[config.mk]
export PLATFORM = sky130hd
export DESIGN_NAME = udp_panel_dispatch_flat
export DESIGN_NICKNAME = d
export VERILOG_FILES = /design/src/rtl/udp_panel_dispatch_if.sv /design/src/rtl/udp_panel_dispatch.sv /design/src/flat_wrapper.sv
export SDC_FILE = /design/constraint.sdc
export NUM_CORES = 1
export LEC_CHECK = 0
export ABC_AREA = 1
export CORE_AREA = 2 2 105 107
export CTS_BUF_LIST = sky130_fd_sc_hd__clkbuf_8
export CTS_CLUSTER_DIAMETER = 50
export CTS_CLUSTER_SIZE = 12
export DETAILED_ROUTE_END_ITERATION = 12
export DIE_AREA = 0 0 107 109
export PLACE_DENSITY_LB_ADDON = 0.25
export SETUP_SLACK_MARGIN = 0.15
export SYNTH_ARGS = -nofsm -noshare
export SYNTH_HDL_FRONTEND = slang
export SYNTH_SLANG_ARGS = --single-unit
[constraint.sdc]
create_clock -name clock -period 3.5 [get_ports clock]
set_input_delay 0.525 -clock clock [delete_from_list [all_inputs] [get_ports clock]]
set_output_delay 0.525 -clock clock [all_outputs]
set_load 0.02 [all_outputs]
[src/rtl/udp_panel_dispatch_if.sv]
// Stream and write-bus interfaces for udp_panel_dispatch: the liteeth UDP
// source stream it consumes and the shared ledpanel write bus it drives.

interface udp_source_if;
   logic        valid;
   logic        last;
   logic        ready;
   logic [15:0] dst_port;
   logic [31:0] data;

   modport master (output valid, last, dst_port, data, input ready);
   modport slave  (input valid, last, dst_port, data, output ready);
endinterface

interface panel_ctrl_if #(
   parameter int NUM_PANELS = 5,
   parameter int ADDR_W     = 16,
   parameter int DATA_W     = 24
);
   logic                  ready;
   logic [NUM_PANELS-1:0] en;
   logic [3:0]            wr;
   logic [ADDR_W-1:0]     addr;
   logic [DATA_W-1:0]     wdat;

   modport master (output en, wr, addr, wdat, input ready);
   modport slave  (input en, wr, addr, wdat, output ready);
endinterface

[src/rtl/udp_panel_dispatch.sv]
// Parses one header word per UDP packet and dispatches pixel writes, buffer
// swaps and LED toggles to NUM_PANELS ledpanels; malformed packets are drained.

module udp_panel_dispatch #(
   parameter int          NUM_PANELS = 5,
   parameter int          ADDR_W     = 16,
   parameter int          DATA_W     = 24,
   parameter logic [15:0] UDP_PORT   = 16'h1a00,
   parameter int          CNT_W      = 16
) (
   input  logic                  clock,
   input  logic                  resetn,
   udp_source_if.slave           udp_source,
   panel_ctrl_if.master          ctrl,
   output logic [NUM_PANELS-1:0] swap,
   output logic                  led_reg,
   output logic [CNT_W-1:0]      pkt_count,
   output logic [CNT_W-1:0]      drop_count
);

   typedef enum logic [1:0] {S_HDR, S_WRITE, S_DRAIN} state_t;

   localparam logic [3:0] CMD_WRITE_PIX  = 4'd1;
   localparam logic [3:0] CMD_SWAP       = 4'd2;
   localparam logic [3:0] CMD_LED_TOGGLE = 4'd3;
   localparam logic [7:0] IDX_BROADCAST  = 8'hFF;

   state_t                state;
   logic [NUM_PANELS-1:0] en_q;
   logic [NUM_PANELS-1:0] mask_q;
   logic [3:0]            wr_q;
   logic [3:0]            bank_q;
   logic [ADDR_W-1:0]     addr_q;
   logic [ADDR_W-1:0]     next_addr;
   logic [DATA_W-1:0]     wdat_q;

   logic [7:0]            hdr_idx;
   logic [3:0]            hdr_cmd;
   logic                  hdr_bad;
   logic [NUM_PANELS-1:0] hdr_mask;
   logic                  beat_acc;
   logic                  write_done;

   assign hdr_idx = udp_source.data[31:24];
   assign hdr_cmd = udp_source.data[23:20];

   always_comb begin
      hdr_bad  = (udp_source.dst_port != UDP_PORT)
               || !(hdr_cmd inside {CMD_WRITE_PIX, CMD_SWAP, CMD_LED_TOGGLE})
               || ((hdr_idx != IDX_BROADCAST) && (32'(hdr_idx) >= NUM_PANELS));
      hdr_mask = (hdr_idx == IDX_BROADCAST) ? '1 : (NUM_PANELS'(1) << hdr_idx);
   end

   // NOTE: ready is gated by resetn so no beat is consumed while reset is held.
   assign udp_source.ready = resetn & ((state != S_WRITE) | ctrl.ready | ~(|en_q));
   assign beat_acc         = udp_source.valid & udp_source.ready;
   assign write_done       = (|en_q) & ctrl.ready;

   assign ctrl.en   = en_q;
   assign ctrl.wr   = wr_q;
   assign ctrl.addr = addr_q;
   assign ctrl.wdat = wdat_q;

   function automatic logic [CNT_W-1:0] sat_inc(input logic [CNT_W-1:0] v);
      return (&v) ? v : v + CNT_W'(1);
   endfunction

   // NOTE: all state uses non-blocking assignments so every branch reads pre-edge values.
   always_ff @(posedge clock) begin
      if (!resetn) begin
         state      <= S_HDR;
         en_q       <= '0;
         mask_q     <= '0;
         wr_q       <= '0;
         bank_q     <= '0;
         addr_q     <= '0;
         next_addr  <= '0;
         wdat_q     <= '0;
         swap       <= '0;
         led_reg    <= 1'b0;
         pkt_count  <= '0;
         drop_count <= '0;
      end else begin
         swap <= '0;
         if (write_done) en_q <= '0;

         case (state)
            S_HDR: begin
               if (beat_acc) begin
                  if (hdr_bad) begin
                     drop_count <= sat_inc(drop_count);
                     state      <= udp_source.last ? S_HDR : S_DRAIN;
                  end else if (hdr_cmd == CMD_SWAP) begin
                     swap      <= hdr_mask;
                     pkt_count <= sat_inc(pkt_count);
                     state     <= udp_source.last ? S_HDR : S_DRAIN;
                  end else if (hdr_cmd == CMD_LED_TOGGLE) begin
                     led_reg   <= ~led_reg;
                     pkt_count <= sat_inc(pkt_count);
                     state     <= udp_source.last ? S_HDR : S_DRAIN;
                  end else if (udp_source.last) begin
                     pkt_count <= sat_inc(pkt_count);
                  end else begin
                     mask_q    <= hdr_mask;
                     bank_q    <= udp_source.data[19:16];
                     next_addr <= udp_source.data[ADDR_W-1:0];
                     state     <= S_WRITE;
                  end
               end
            end

            S_WRITE: begin
               // A new beat overrides the completion clear, giving back-to-back writes.
               if (beat_acc) begin
                  en_q      <= mask_q;
                  wr_q      <= bank_q;
                  addr_q    <= next_addr;
                  wdat_q    <= udp_source.data[DATA_W-1:0];
                  next_addr <= next_addr + ADDR_W'(1);
                  if (udp_source.last) begin
                     pkt_count <= sat_inc(pkt_count);
                     state     <= S_HDR;
                  end
               end
            end

            S_DRAIN: begin
               if (beat_acc && udp_source.last) state <= S_HDR;
            end

            default: state <= S_HDR;
         endcase
      end
   end

endmodule
[src/flat_wrapper.sv]
// flat-port wrapper written by rule: the top's interface ports become plain ports
module udp_panel_dispatch_flat 
#(
   parameter int          NUM_PANELS = 5,
   parameter int          ADDR_W     = 16,
   parameter int          DATA_W     = 24,
   parameter logic [15:0] UDP_PORT   = 16'h1a00,
   parameter int          CNT_W      = 16
)
  (clock, resetn, swap, led_reg, pkt_count, drop_count, udp_source_valid, udp_source_last, udp_source_dst_port, udp_source_data, udp_source_ready, ctrl_en, ctrl_wr, ctrl_addr, ctrl_wdat, ctrl_ready);
  udp_source_if udp_source_i ();
  panel_ctrl_if #(.NUM_PANELS(NUM_PANELS), .ADDR_W(ADDR_W), .DATA_W(DATA_W)) ctrl_i ();
  input  logic clock;
  input  logic resetn;
  output logic [NUM_PANELS-1:0] swap;
  output logic led_reg;
  output logic [CNT_W-1:0] pkt_count;
  output logic [CNT_W-1:0] drop_count;
  input wire logic [$bits(udp_source_i.valid)-1:0] udp_source_valid;
  input wire logic [$bits(udp_source_i.last)-1:0] udp_source_last;
  input wire logic [$bits(udp_source_i.dst_port)-1:0] udp_source_dst_port;
  input wire logic [$bits(udp_source_i.data)-1:0] udp_source_data;
  output wire logic [$bits(udp_source_i.ready)-1:0] udp_source_ready;
  output wire logic [$bits(ctrl_i.en)-1:0] ctrl_en;
  output wire logic [$bits(ctrl_i.wr)-1:0] ctrl_wr;
  output wire logic [$bits(ctrl_i.addr)-1:0] ctrl_addr;
  output wire logic [$bits(ctrl_i.wdat)-1:0] ctrl_wdat;
  input wire logic [$bits(ctrl_i.ready)-1:0] ctrl_ready;
  assign udp_source_i.valid = udp_source_valid;
  assign udp_source_i.last = udp_source_last;
  assign udp_source_i.dst_port = udp_source_dst_port;
  assign udp_source_i.data = udp_source_data;
  assign udp_source_ready = udp_source_i.ready;
  assign ctrl_en = ctrl_i.en;
  assign ctrl_wr = ctrl_i.wr;
  assign ctrl_addr = ctrl_i.addr;
  assign ctrl_wdat = ctrl_i.wdat;
  assign ctrl_i.ready = ctrl_ready;
  udp_panel_dispatch #(.NUM_PANELS(NUM_PANELS), .ADDR_W(ADDR_W), .DATA_W(DATA_W), .UDP_PORT(UDP_PORT), .CNT_W(CNT_W)) u_core (.clock(clock), .resetn(resetn), .udp_source(udp_source_i), .ctrl(ctrl_i), .swap(swap), .led_reg(led_reg), .pkt_count(pkt_count), .drop_count(drop_count));
endmodule
=== Word-level counts from Yosys, hierarchy flattened ===
Index checks and enable logic that the tools add are counted.

* Logic and storage cells: 98
* Output and inout port bits: 88
* Bits of input ports: 53
* Register bits after elaboration: 114

* $lt $le $gt $ge: 1
* Bitwise gates (word level): 15
* Add/subtract/negate cells: 3
* Reductions and logical operators: 19
* Multiplexer cells: 29
* Equal/unequal tests: 18
* Shift operators: 1

{| class="wikitable"
|+ Operator list
! operator !! count
|-
| 16-bit two-way mux || 13
|-
| 16-bit case mux with 2 select lines || 2
|-
| 16-bit by 1-bit adder with 16-bit output (second input constant) || 3
|-
| 16-bit AND reduction || 2
|-
| 5-bit two-way mux || 4
|-
| 2-bit two-way mux || 9
|-
| 16-bit by 13-bit != test with 1-bit output (second input constant) || 1
|-
| 2-bit != test (second input constant) || 5
|-
| 1-bit NOT || 10
|-
| 5-bit AND reduction || 2
|-
| 5-bit OR reduction || 2
|-
| 4-bit by 2-bit == test with 1-bit output (second input constant) || 2
|-
| 8-bit == test (second input constant) || 1
|-
| 8-bit by 3-bit greater-or-equal comparator with 1-bit output (second input constant) || 1
|-
| 2-bit by 1-bit != test with 1-bit output (second input constant) || 4
|-
| 8-bit != test (second input constant) || 1
|-
| 4-bit AND reduction || 2
|-
| 1-bit by 8-bit left shift with 5-bit output (first input constant) || 1
|-
| 7-bit AND reduction || 1
|-
| 2-bit case mux with 3 select lines || 1
|-
| 6-bit AND reduction || 1
|-
| 5-bit by 2-bit != test with 1-bit output (second input constant) || 1
|-
| 4-bit by 1-bit == test with 1-bit output (second input constant) || 1
|-
| 1-bit AND || 3
|-
| 10 further kinds || 13
|}

=== Logic depth before layout (Yosys ltp) ===
* Word-level depth: 8
* Depth in mapped cells: 13

=== Worst setup path after synthesis ===
No wires, ideal clock.

* Path kind: input port to output port
* Start point: input resetn
* End point: output udp_source_ready
* Buffers on the path: 2
* Stages on the path: 4
* Setup slack: 1.663 ns
* Data arrival time: 1.312 ns
* Cells stage by stage: buf_2 -> inv_2 -> clkbuf_1 -> a21oi_1

* Word-level cells in the longest chain between the ends: 1

{| class="wikitable"
|+ RTL lines
! what !! RTL line !! text
|-
| from (decl) || flat_wrapper.sv:14 || <nowiki>input logic resetn;</nowiki>
|-
| 1-bit AND || udp_panel_dispatch.sv:55 || <nowiki>assign udp_source.ready = resetn & ((state != S_WRITE) | ctrl.ready | ~(|en_q));</nowiki>
|-
| to (decl) || flat_wrapper.sv:23 || <nowiki>output wire logic [$bits(udp_source_i.ready)-1:0] udp_source_ready;</nowiki>
|}

No other way between the ends.

=== Worst setup path in the final report ===
* Start point: input ctrl_ready
* End point: output udp_source_ready

* Word-level cells in the longest chain between the ends: 3

{| class="wikitable"
|+ RTL lines
! what !! RTL line !! text
|-
| from (decl) || flat_wrapper.sv:28 || <nowiki>input wire logic [$bits(ctrl_i.ready)-1:0] ctrl_ready;</nowiki>
|-
| 1-bit OR (2 in series) || udp_panel_dispatch.sv:55 ||
|-
| 1-bit AND || udp_panel_dispatch.sv:55 ||
|}

No other way between the ends.

==> impl.org <==
** Outcome
- Outcome :: complete, no violations

** Global routing
- Number of global-route vias before repair :: 5360
- The layer flagged by global routing as most heavily used is met2.
- The first global-routing pass estimated 24100 um of wire.
- Overflow after GRT :: 0
- Number of antenna violations at the first check in global routing :: 0
- Maximum number of pins on one net before global-route repair :: 57
- All-Layer GR Usage :: 0.252
- In the global route stage, met3 resource usage came out at 0.0604.
- Met2 global-route usage :: 0.438
- Grt met1 use :: 0.308

** Timing
- Final clock skew :: 18.1 ps
- Final hold violation count :: 0
- Final period util :: 0.701
- The tightest hold path in the finished design has a slack of roughly 460 ps.
- Setup repair after global routing left no endpoint under its margin.
- Minimum period implied by the final worst setup slack :: 2450 ps
- Slew at the pin closest to its max-slew limit :: 573 ps
- Timing-limited maximum frequency :: 407 MHz
- Measured against its own limit, the worst slew margin works out to 0.618.
- Setup violations remaining at the end of the flow were counted as 0.
- Final total negative setup slack :: 0 ps
- Worst setup margin :: 1050 ps
- The number of slew-limit violations in the final report came to 0.

** Setup path
- Number of cells traversed by the worst register-to-register path :: 11
- Critical path data required time :: 2970 ps
- STA classifies the critical path startpoint as a primary input.
- Critical R2R Capture :: u_core.drop_count[1]
- At the worst endpoint, the arrival time is 1930 ps.
- Max incr delay on CP :: 660 ps
- Family with the most delay on the worst path :: buffers and inverters
- Together, buffers and inverters on the worst path number 2.
- Category of the most critical setup path :: primary input to output pin
- Crit path max fanout :: 4
- On the critical path, the stage with the largest delay is an instance of clkdlybuf4s50_1.
- The worst register-to-register path has a setup slack of 1400 ps.
- Most common cell on crit path :: clkdlybuf4s50_1
- STA classifies the critical path endpoint as an output pin.
- Cells traversed along the worst timing path :: clkdlybuf4s50_1, nor2_1, a21oi_1, clkdlybuf4s50_1
- Critical R2R Launch :: u_core.drop_count[0]

** Clocking
- Once the clock tree was built, the resizer swapped 0 gates to a different size.
- Clock Root Buffer :: clkbuf_8
- Buffers added to address setup during post-CTS repair amount to 0.
- TritonCTS built the clock tree.
- Clk Latency, worst-skew pair :: 430 ps
- In this run, CTS created clock tree buffers numbering 17.
- Num Clock Sinks :: roughly 110
- Reg clk slew, reported paths :: roughly 90 ps
- Counting along the longest clock path gives a buffer depth of 2.
- Max H-tree Level :: 4
- After clock tree synthesis, the flow added hold-fix buffers numbering 0.

** Logic synthesis
- Synthesized netlist cell count :: 885
- After synthesis the cells add up to 0.00583 sq mm.
- For this run, the register share of the synthesized area comes to 0.392.
- Number of register bits inferred by synthesis :: between 100 and 150
- Mean area per synthesized cell :: approximately 6.6 sq um
- Of the post-synthesis cell area, the dominant cell type holds 0.392.
- In the synthesized netlist the dominant register cell turns out to be dfxtp_1.
- For this run, the number of Yosys warnings is 0.
- Async SR Flop Fraction :: 0
- Yosys mapped the design onto 44 distinct sky130hd cell types.
- The synthesized design spends more area on one cell type than any other, namely dfxtp_1.
- Count of flip-flops with a built-in enable after synthesis :: 0
- The number of nets handed over by synthesis was 941.
- By area the synthesized netlist is led by dfxtp_1, nand2_1, nor2_1, inv_1, o21ai_0.

** Layout
- Final antenna diode count :: 0
- Synth-to-layout area growth :: 30.8%
- For this run, the share of the core covered by cells in the final layout is 0.719.
- Final standard cell area without fillers :: 0.00762 sq mm
- Final layout net count :: 1071
- The register with the most flip-flops in the layout has 24 of them.
- In the final layout, the share of cells above drive strength 1 is 0.0613.

** Floorplanning
- The die covers between 0.01 and 0.015 sq mm.
- I/O pin count :: 141
- Placeable Area :: 0.0106 sq mm
- Initial cell density of the core :: 0.549
- From bottom edge to top edge, the die measures 109 um.
- Standard-cell rows :: 38
- From left edge to right edge, the die measures between 100 and 150 um.

** Drt
- In this run the remaining antenna-violating nets after routing total 0.
- Across all layers, the routed design uses 5883 vias.
- Drt initial violations :: between 200 and 300
- In the final routed layout, each cell accounts on average for 12.3 um.
- Routed via count divided by cell count :: roughly 5.0
- The first detailed-routing pass took 4 iterations.
- For this run, design rule violations remaining after detail routing come to 0.
- Detailed-route wire length :: 14300 um

** Place
- GPL Wtd Cong :: 0.899
- Once detailed placement completed, the half-perimeter wirelength came to 9950 um.
- Setup Slack @ Placement :: just under 800 ps
- Port buffer count :: 140
- The placed instances occupy a cell area of 0.00722 sq mm.

** Hold path
- Worst hold path stage count :: 2
- For hold timing, the worst endpoint is u_core.ctrl.wr[1].
- Classification of the worst-slack hold path :: register to register
- The worst hold path begins at u_core.bank_q[1].

** Power
- For this design the ratio of total power to cell area is between 300 and 400 mW/mm^2.
- Max rail drop VDD :: 0.283 mV
- Lkg Pwr :: 3.21 nW

** Run
- Max-cap violations in this run came to 0.
-- routing by layer --
layer	vias up	share of wire
li1	3065	-
met1	2641	0.46
met2	149	0.47
met3	28	0.052
met4	0	0.021
met5	-	0
-- cell type report --
class / instances / area, sq um
Clock buffer: 17 / 234
Clock inverter: 15 / 170
Fill cell: 915 / 2980
Inverter: 98 / 368
Multi-Input combinational cell: 638 / 2950
Sequential cell: 114 / 2280
Tap cell: 140 / 175
Timing Repair Buffer: 146 / 1440
-- cell families after synthesis --
| group | Yosys count | share of synthesized area |
|---|---|---|
| AND/OR/NAND/NOR | 491 | 0.359 |
| buffers and inverters | 133 | 0.102 |
| AO/OA/AOI/OAI | 128 | 0.117 |
| flip-flops | 114 | 0.392 |
| XOR/XNOR | 16 | 0.0241 |
| adder cells (fa/ha/maj) | 3 | 0.00644 |
-- layout by cell type, fill, tap and decap left out, types with 4 or more instances in the layout --
master	count
xnor2_1	4
clkinv_4	4
nand2_2	6
inv_6	8
inv_1	95
a21oi_1	45
nand4_1	11
dfxtp_1	114
nand3_1	63
nor2_1	176
clkdlybuf4s50_1	139
clkbuf_8	17
a31oi_1	4
nand2_1	201
o21bai_1	5
o21ai_0	64
nor3_1	13
xor2_1	12
buf_4	6
-- worst max-delay path by stage --
stage                                   start                   end  slack, ps  depth (start not counted)
after CTS                          ctrl_ready      udp_source_ready       1050                          4
after detailed placement  udp_source_data[22]  u_core.pkt_count[14]        780                         10
final                              ctrl_ready      udp_source_ready       1050                          4
after global routing      udp_source_data[22]  u_core.pkt_count[14]        980                         10
after global placement    udp_source_data[22]  u_core.pkt_count[14]        850                         10
after floorplan                        resetn      udp_source_ready       1660                          4
-- per-stage QoR --
step / cells / power [mW]
finish: 1168 / 2.74
global route: 1168 / 2.83
CTS: 1168 / 2.75
detailed placement: 1136 / 1.49
global placement: 1136 / 1.49
floorplan: 885 / 1.41
-- cells in the mapped netlist, types with 3 or more instances --
library cell / count
nand2_1: 201
nor2_1: 176
dfxtp_1: 114
inv_1: 95
o21ai_0: 64
nand3_1: 63
a21oi_1: 45
clkbuf_1: 16
nor3_1: 13
xor2_1: 12
nand4_1: 11
nand2_2: 6
buf_2: 5
buf_6: 5
o21bai_1: 5
a31oi_1: 4
xnor2_1: 4
ha_1: 3
nand2_4: 3
nand3b_1: 3
o21ai_1: 3
o31ai_1: 3
or2_2: 3
-- power breakdown --
group          switching, mW  internal (mW)  total (mW)
clock                  0.623          0.654        1.28
combinational         0.0800         0.0771       0.157
sequential           0.00309           1.30        1.30
-- worst register-to-register path: stages, from the launching register on --
cell	delay, ps
dfxtp_1	430
ha_1	270
nand2_2	80
nor3b_2	280
nand2_1	100
nor3_2	150
nor2_2	40
buf_4	190
nand2_4	190
inv_1	90
nor2_1	120
nor2_1	60
(Power assumes the default switching activity.)
